<file path="src/rtl/wb_write_queue.sv">
// wb_write_queue: write-side front end of the 32x32 register file.
//
// Collects write-back requests from two producers (A = ALU, B = load/mul),
// buffers them in order in a DEPTH-entry FIFO and drains one write per cycle
// onto the register file port (writeReg/wa/wd, all registered). A pending-write
// lookup (hit1/hit2) lets decode detect RAW hazards against uncommitted writes.
//
// Ports:
//   clk, rst            clock; asynchronous active-high reset
//   a_valid/a_ready     port A handshake, a_addr/a_data payload
//   b_valid/b_ready     port B handshake, b_addr/b_data payload
//   writeReg/wa/wd      register file write strobe/address/data (registered)
//   q1/q2, hit1/hit2    combinational pending-write lookup
//   count               FIFO occupancy, excluding the output stage (registered)
//
// Optional feature (macro WBQ_FWD_EN): adds fwd1/fwd2, the data of the youngest
// pending write matching q1/q2 (0 when there is no hit).
module wb_write_queue #(
  parameter int unsigned DEPTH = 4,
  parameter int unsigned AW    = 5,
  parameter int unsigned DW    = 32
) (
  input  logic                         clk,
  input  logic                         rst,
  input  logic                         a_valid,
  output logic                         a_ready,
  input  logic [AW-1:0]                a_addr,
  input  logic [DW-1:0]                a_data,
  input  logic                         b_valid,
  output logic                         b_ready,
  input  logic [AW-1:0]                b_addr,
  input  logic [DW-1:0]                b_data,
  output logic                         writeReg,
  output logic [AW-1:0]                wa,
  output logic [DW-1:0]                wd,
  input  logic [AW-1:0]                q1,
  input  logic [AW-1:0]                q2,
  output logic                         hit1,
  output logic                         hit2,
  output logic [$clog2(DEPTH+1)-1:0]   count
`ifdef WBQ_FWD_EN
  ,
  output logic [DW-1:0]                fwd1,
  output logic [DW-1:0]                fwd2
`endif
);

  localparam int unsigned CW = $clog2(DEPTH + 1);
  localparam int unsigned PW = (DEPTH > 1) ? $clog2(DEPTH) : 1;

  typedef struct packed {
    logic [AW-1:0] addr;
    logic [DW-1:0] data;
  } wr_req_t;

  // FIFO storage and control
  wr_req_t          mem_q [DEPTH];
  wr_req_t          mem_d [DEPTH];
  logic [DEPTH-1:0] vld_q, vld_d;
  logic [PW-1:0]    rd_ptr_q, rd_ptr_d;
  logic [PW-1:0]    wr_ptr_q, wr_ptr_d;
  logic [CW-1:0]    count_q, count_d;

  // Output stage
  logic             wr_q, wr_d;
  logic [AW-1:0]    wa_q, wa_d;
  logic [DW-1:0]    wd_q, wd_d;

  // Per-edge transfer decode
  logic             a_push, b_push, pop;
  wr_req_t          a_req, b_req;
  logic             e0_v, e1_v;
  wr_req_t          e0, e1;
  logic [PW-1:0]    wr_ptr_1, wr_ptr_2;

  function automatic logic [PW-1:0] ptr_inc(input logic [PW-1:0] p);
    if (p == PW'(DEPTH - 1)) return '0;
    else                     return p + PW'(1);
  endfunction

  // Ready depends only on the registered occupancy so count can never overflow.
  assign a_ready = (count_q <= CW'(DEPTH - 1));
  assign b_ready = (count_q <= CW'(DEPTH - 2));

  // Address 0 completes the handshake but is never queued.
  assign a_push = a_valid && a_ready && (a_addr != '0);
  assign b_push = b_valid && b_ready && (b_addr != '0);
  assign a_req  = '{addr: a_addr, data: a_data};
  assign b_req  = '{addr: b_addr, data: b_data};
  assign pop    = (count_q != '0);

  assign wr_ptr_1 = ptr_inc(wr_ptr_q);
  assign wr_ptr_2 = ptr_inc(wr_ptr_1);

  assign writeReg = wr_q;
  assign wa       = wa_q;
  assign wd       = wd_q;
  assign count    = count_q;

  // Next state: drain head (or bypass oldest new request), enqueue the rest in A-then-B order.
  always_comb begin
    mem_d    = mem_q;
    vld_d    = vld_q;
    rd_ptr_d = rd_ptr_q;
    wr_ptr_d = wr_ptr_q;
    wr_d     = 1'b0;
    wa_d     = wa_q;
    wd_d     = wd_q;
    e0_v     = 1'b0;
    e1_v     = 1'b0;
    e0       = a_req;
    e1       = b_req;

    if (pop) begin
      wr_d             = 1'b1;
      wa_d             = mem_q[rd_ptr_q].addr;
      wd_d             = mem_q[rd_ptr_q].data;
      vld_d[rd_ptr_q]  = 1'b0;
      rd_ptr_d         = ptr_inc(rd_ptr_q);
      if (a_push) begin
        e0_v = 1'b1;
        e0   = a_req;
        e1_v = b_push;
        e1   = b_req;
      end else if (b_push) begin
        e0_v = 1'b1;
        e0   = b_req;
      end
    end else if (a_push) begin
      wr_d = 1'b1;
      wa_d = a_addr;
      wd_d = a_data;
      e0_v = b_push;
      e0   = b_req;
    end else if (b_push) begin
      wr_d = 1'b1;
      wa_d = b_addr;
      wd_d = b_data;
    end

    if (e0_v) begin
      mem_d[wr_ptr_q] = e0;
      vld_d[wr_ptr_q] = 1'b1;
      wr_ptr_d        = wr_ptr_1;
    end
    if (e1_v) begin
      mem_d[wr_ptr_1] = e1;
      vld_d[wr_ptr_1] = 1'b1;
      wr_ptr_d        = wr_ptr_2;
    end

    count_d = count_q - CW'(pop) + CW'(e0_v) + CW'(e1_v);
  end

  // State registers; reset discards all pending writes.
  always_ff @(posedge clk or posedge rst) begin
    if (rst) begin
      for (int i = 0; i < DEPTH; i++) mem_q[i] <= '0;
      vld_q    <= '0;
      rd_ptr_q <= '0;
      wr_ptr_q <= '0;
      count_q  <= '0;
      wr_q     <= 1'b0;
      wa_q     <= '0;
      wd_q     <= '0;
    end else begin
      mem_q    <= mem_d;
      vld_q    <= vld_d;
      rd_ptr_q <= rd_ptr_d;
      wr_ptr_q <= wr_ptr_d;
      count_q  <= count_d;
      wr_q     <= wr_d;
      wa_q     <= wa_d;
      wd_q     <= wd_d;
    end
  end

  // Hazard lookup against queued entries and the output stage.
  always_comb begin
    hit1 = wr_q && (wa_q == q1);
    hit2 = wr_q && (wa_q == q2);
    for (int unsigned i = 0; i < DEPTH; i++) begin
      if (vld_q[i] && (mem_q[i].addr == q1)) hit1 = 1'b1;
      if (vld_q[i] && (mem_q[i].addr == q2)) hit2 = 1'b1;
    end
    hit1 = hit1 && (q1 != '0);
    hit2 = hit2 && (q2 != '0);
  end

`ifdef WBQ_FWD_EN
  // Youngest match wins: start from the output stage, then walk head to tail overwriting.
  always_comb begin
    int unsigned idx;
    fwd1 = '0;
    fwd2 = '0;
    idx  = 0;
    if (wr_q && (wa_q == q1)) fwd1 = wd_q;
    if (wr_q && (wa_q == q2)) fwd2 = wd_q;
    for (int unsigned k = 0; k < DEPTH; k++) begin
      idx = 32'(rd_ptr_q) + k;
      if (idx >= DEPTH) idx = idx - DEPTH;
      if (vld_q[PW'(idx)] && (mem_q[PW'(idx)].addr == q1)) fwd1 = mem_q[PW'(idx)].data;
      if (vld_q[PW'(idx)] && (mem_q[PW'(idx)].addr == q2)) fwd2 = mem_q[PW'(idx)].data;
    end
    if (q1 == '0) fwd1 = '0;
    if (q2 == '0) fwd2 = '0;
  end
`endif

endmodule
</file>
<file path="config.mk">
export PLATFORM = sky130hd
export DESIGN_NAME = wb_write_queue
export DESIGN_NICKNAME = d
export VERILOG_FILES = /design/src/rtl/wb_write_queue.sv
export SDC_FILE = /design/constraint.sdc
export NUM_CORES = 1
export LEC_CHECK = 0
export BUFFER_PORTS_ARGS = -buffer_cell sky130_fd_sc_hd__buf_2
export CAP_MARGIN = 15
export CELL_PAD_IN_SITES_DETAIL_PLACEMENT = 1
export CELL_PAD_IN_SITES_GLOBAL_PLACEMENT = 2
export CORE_UTILIZATION = 41
export CTS_CLUSTER_SIZE = 30
export DETAILED_ROUTE_END_ITERATION = 16
export PLACE_DENSITY = 0.93
export SKIP_LAST_GASP = 1
export SYNTH_ARGS = -nofsm -noshare
export SYNTH_HDL_FRONTEND = slang
export SYNTH_SLANG_ARGS = --single-unit
</file>
<file path="constraint.sdc">
create_clock -name clk -period 15.9 [get_ports clk]
set_input_delay 0.795 -clock clk [delete_from_list [all_inputs] [get_ports clk]]
set_output_delay 0.795 -clock clk [all_outputs]
set_load 0.02 [all_outputs]
</file>
==> run metrics, run 1 <==
placer congestion estimate=0.900; post-CTS setup buffer count=0; final setup skew=12.4 ps; CP Max Fanout=24; final hold slack=486 ps; crit-path max cell delay=720 ps; Final Setup Violations=0; worst path cell trace=buf_2 -> or4_4 -> o221ai_4 -> buf_4 -> o21ai_2 -> a21oi_2 -> o22ai_4 -> buf_4 -> o221a_1; pwr dens=231 nW/um^2; cell with the most instances after synthesis=nand2_1; clock buffer depth=2; vias in the first global route=9,601; core area=25,300 sq um; sequential cell area fraction in the yosys report=0.465; Die Width=163 um; Synth cell types=39; WL/cell=24.2 um; setup TNS=0 ps; layout cells sized above 1=0.281; Synth Warn #=0; DRT antenna net count=0; most frequent cell on the critical path=buf_4; syn avg cell area=10.5 sq um; CTS tree=done; Initial DRT Pass Iterations=5; via count=8,945; worst rel slew slack=0.229; async set-reset flop share out of synthesis=1.00; largest net degree at the start of global routing=117; hold_buf cts=0; Post-Layout Inst Area=12,200 sq um; slowest cell on the critical path=o221ai_4; Cell Rows=58; CTS buffer count=17; clock sink total=197; post-synthesis register bit count=197; clk root buf=clkbuf_16; arrival time at the worst endpoint=4250 ps; vias per inst=6.22; CP required=16,210 ps; total grt overflow=0; Area Overhead vs Synth=14.5%; fin nets=1,195; die footprint=26,500 sq um; Ports=133; outcome=finished clean; port bufs=132; Leak Pwr=4.76 nW; RSZ-0062 raised after global routing=no; DRC=0; Placed Instance Area=11,600 sq um; number of flops mapped to enable cells by yosys=0; final hold vios=0; ranking of synthesized cells by area=dfrtp_1 46%, o221a_1 8.1%, mux4_2 7.9%, o221a_2 7.9%, nand2_1 7.1%; CP endpoint kind=flip-flop; Netlist Area Pre-Place=10,600 sq um; min Tclk post-route=3940 ps; slew of the pin with the lowest slew margin=1160 ps; later-pin clock latency in the skew report=440 ps; crit path buf inv count=3; initial antenna violation count=1; Post-synth top cells=200 x nand2_1, 197 x dfrtp_1, 101 x o21ai_0; syn_nets=1,114; worst min-delay path class=input pin to async pin; Worst setup SP type=input pin; max-cap violation count=0; first-pass GRT wire length=55,600 um; critical path class=input pin to flip-flop; post-synth top area share=0.465; All-Layer GR Usage=0.274; HPWL after DPL=21,700 um; FF-to-FF setup slack=12,150 ps; Syn Inst Count=1,014; VDD IR-drop max=0.0799 mV; fmax=0.254 GHz; clk slew on worst S/H paths=70 ps; H-tree level count=4; Initial Utilization=0.420; WL final=34,900 um; ys flop type=dfrtp_1; fin crit share=0.248; drt first-iter violations=704; max-slew violation count=0; Resize count post-CTS=0; Worst path top cell family by delay=compound AO/OA/AOI/OAI gates; Yosys top cell by area=dfrtp_1; Die Y=163 um
==> cell type report <==
cell class                      count  area, sq um
Fill cell                        2812        13100
Tap cell                          330          413
Clock buffer                       21          460
Multi-Input combinational cell    716         5370
Timing Repair Buffer              152          831
Clock inverter                     10         96.3
Inverter                           11         48.8
Sequential cell                   197         4930
Antenna cell                        1         2.50
==> report_power, final <==
part | internal, mW | switching (mW) | total (mW)
clock network | 0.225 | 0.199 | 0.424
registers | 0.761 | 0.230 | 0.991
logic | 0.644 | 0.748 | 1.39
total | 1.63 | 1.18 | 2.81
==> path summary, 6_finish.rpt <==
check                      cells past startpoint                start              endpoint
max in group asynchronous                      4                  rst  mem_q[109]$_DFF_PP0_
max                                            9            b_addr[0]  mem_q[106]$_DFF_PP0_
min                                            2                  rst    writeReg$_DFF_PP0_
min in group clk                               1  mem_q[10]$_DFF_PP0_   mem_q[10]$_DFF_PP0_
max reg2reg                                    9   count[1]$_DFF_PP0_  mem_q[106]$_DFF_PP0_
min reg2reg                                    1  mem_q[10]$_DFF_PP0_   mem_q[10]$_DFF_PP0_
==> through the flow <==
step	util	total power, mW	instances	setup slack (ps)
6_report	0.481	2.81	1438	11960
5_1_grt	0.481	2.98	1438	11870
4_1_cts	0.480	2.81	1436	11990
3_5_place_dp	0.458	2.38	1405	11520
3_3_place_gp	0.458	2.31	1405	11640
2_1_floorplan	-	1.93	1014	9740
==> cells by family after synthesis <==
group,synth area share
simple gates,0.126
compound gates,0.235
flops,0.465
buf+inv,0.0382
xor+xnor,0.0421
mux,0.0785
fa+ha+maj,0.0156
==> cell usage in the layout (no fill, tap or decap), types with 2 or more instances in the layout <==
cell type  count
nand2_1      199
dfrtp_1      195
buf_2        132
o21ai_0      101
nor2_1        87
o221a_1       76
o221a_2       74
xor2_1        40
mux4_2        37
buf_4         19
clkbuf_16     17
xnor2_1       11
inv_1         10
nor4_1        10
ha_1          10
a21o_1         8
nand4_1        6
nor3_1         5
o21a_1         5
o31ai_1        5
nand3_1        5
o22ai_4        4
a21oi_1        4
o31ai_4        4
a31oi_1        4
and2_1         3
clkinv_2       3
inv_6          3
and3_1         2
or4_1          2
fa_1           2
clkbuf_1       2
clkbuf_8       2
clkinv_4       2
dfrtp_2        2
==> per-layer routing <==
metal  up-vias  GRT usage  share of wire
li1       3923          -              -
met1      4650      0.367           0.43
met2       318      0.457           0.49
met3        54     0.0357          0.055
met4         0     0.0960          0.022
met5         -          0              0
==> flip-flops by register name, indices dropped and copies added, names as in the netlist <==
register and flops:
writeReg 1, mem_q 148, wa 5, wr_ptr_q 2, wd 32, rd_ptr_q 2
count 3, vld_q 4
No activity file was read; power rests on OpenSTA's default activity.
==> inputs of run 2 (changes only) <==
Settings changed: CORE_UTILIZATION 41 to 34, PLACE_DENSITY 0.93 to 0.83.
Clock period 15.9 ns to 3.4 ns, I/O delays scaled along.
==> run metrics, run 2 (synthesis gave the netlist of run 1 again) <==
max-slew violation count=0 (unchanged); HPWL after DPL=23,200 um (+6.9%); setup TNS=0 ps (unchanged); worst min-delay path class=input pin to flip-flop; min Tclk post-route=3050 ps; CP Max Fanout=29 (+21%); Ports=133 (unchanged); outcome=finished clean; hold depth=2; Area Overhead vs Synth=17.3%; CP required=3780 ps (-12,430 ps); clock sink total=197 (unchanged); post-CTS setup buffer count=0 (unchanged); CP endpoint kind=flip-flop; slew of the pin with the lowest slew margin=1150 ps (-6.51 ps); clk root buf=clkbuf_16; Die Width=179 um (+9.7%); placer congestion estimate=0.846 (-6.0%); Final Setup Violations=0 (unchanged); ANT cells=0 (-1); vias in the first global route=9,581 (-0.21%); max-cap violation count=0 (unchanged); Placed Instance Area=11,800 sq um (+2.2%); H-tree level count=4 (unchanged); Post-Layout Inst Area=12,400 sq um (+2.4%); FF-to-FF setup slack=350 ps (-11,800 ps); final core occ=0.406 (-0.0752); met3 wire length=1800 um (-6.0%); Initial DRT Pass Iterations=5 (unchanged); VDD IR-drop max=0.577 mV (+620%); die footprint=31,900 sq um (+20%); drt first-iter violations=645 (-8.4%); fin nets=1,209 (+1.2%); largest reg by FF count=mem_q; port bufs=132 (unchanged); Initial Utilization=0.346 (-0.0742); WL/cell=23.9 um (-1.5%); DRC=0 (unchanged); post-route insts no fill=1,518 (+5.6%); setup slack after layout=353 ps (-11,610 ps); final setup skew=18.1 ps (+5.65 ps); vias per inst=5.84 (-6.0%); final hold slack=52.3 ps (-434 ps); Die Y=179 um (+9.7%); All-Layer GR Usage=0.238 (-0.0358); critical path class=flip-flop to flip-flop; fin crit share=0.896; later-pin clock latency in the skew report=460 ps (+20 ps); initial antenna violation count=2 (+1); RSZ-0062 raised after global routing=no; Leak Pwr=4.86 nW (+2.2%); Cell Rows=64 (+10%); clock buffer depth=2 (unchanged); commonest non-fill, non-tap cell in the layout=nand2_1; clk slew on worst S/H paths=90 ps (+20 ps); WL final=36,200 um (+4.0%); Worst setup SP type=flip-flop; CTS tree=done; first-pass GRT wire length=57,500 um (+3.6%); total grt overflow=0 (unchanged); pwr dens=1080 nW/um^2 (+370%); met2 wire length=17,700 um (+3.3%); Power Total=13.5 mW (+380%); CTS buffer count=17 (unchanged); Top Layer Used=met5; core area=30,700 sq um (+21%); via count=8,872 (-0.82%); fmax=0.328 GHz; layout cells sized above 1=0.291 (+0.0105); arrival time at the worst endpoint=3430 ps (-820 ps); final hold vios=0 (unchanged); most frequent cells in the layout=199 x nand2_1, 195 x dfrtp_1, 132 x buf_2; met1 wire length=16,200 um (+7.3%); r2r worst-path depth=10 (+1); pre-CTS setup slack=353 ps (-11,160 ps); DRT antenna net count=0 (unchanged); largest net degree at the start of global routing=125 (+6.8%); max reg flops=148 (unchanged); worst rel slew slack=0.233 (+0.00434); Inst Count DP=1,485 (+5.7%)
## run 2: metal layers
| layer | GRT usage | vias up |
|---|---|---|
| met2 | 0.401 | 263 |
| met4 | 0.0618 | 4 |
| met3 | 0.0420 | 44 |
| met1 | 0.315 | 4612 |
| li1 | - | 3949 |
| met5 | 0 | - |
## run 2: what timing repair did
item,in CTS,in global routing
hold endpoints to repair,73,0
resized for setup,0,0
hold buffers,1,0
## run 2: worst paths after layout
kind | startpoint | to
worst max-delay path | count[2]$_DFF_PP0_ | mem_q[105]$_DFF_PP0_
worst min-delay path | a_data[4] | mem_q[41]$_DFF_PP0_
worst max register to register | count[2]$_DFF_PP0_ | mem_q[105]$_DFF_PP0_
worst min register to register | mem_q[114]$_DFF_PP0_ | mem_q[114]$_DFF_PP0_
max in group asynchronous | rst | mem_q[42]$_DFF_PP0_
min in group asynchronous | rst | count[2]$_DFF_PP0_
## run 2: final cells by class
cell class	count	area, sq um
fill	3436	18200
multi-input combinational	716	5370
sequential	197	4930
timing repair buffer	166	981
tap	396	495
clock buffer	18	439
clock inverter	14	185
inverter	11	45.0
## run 2: critical path, stage by stage (launching register included)
cell      delay, ps
dfrtp_1         430
inv_1           110
ha_1            210
nand3b_1        140
nand2_1         150
nor3_2          290
a21oi_2          50
buf_4           190
o22ai_4         850
buf_4           350
o221a_1         210
## run 2: power breakdown
group	switching [mW]	internal, mW	leakage, nW
Sequential	1.07	3.56	2.19
Clock	1.07	1.09	0.300
Combinational	3.56	3.13	2.37
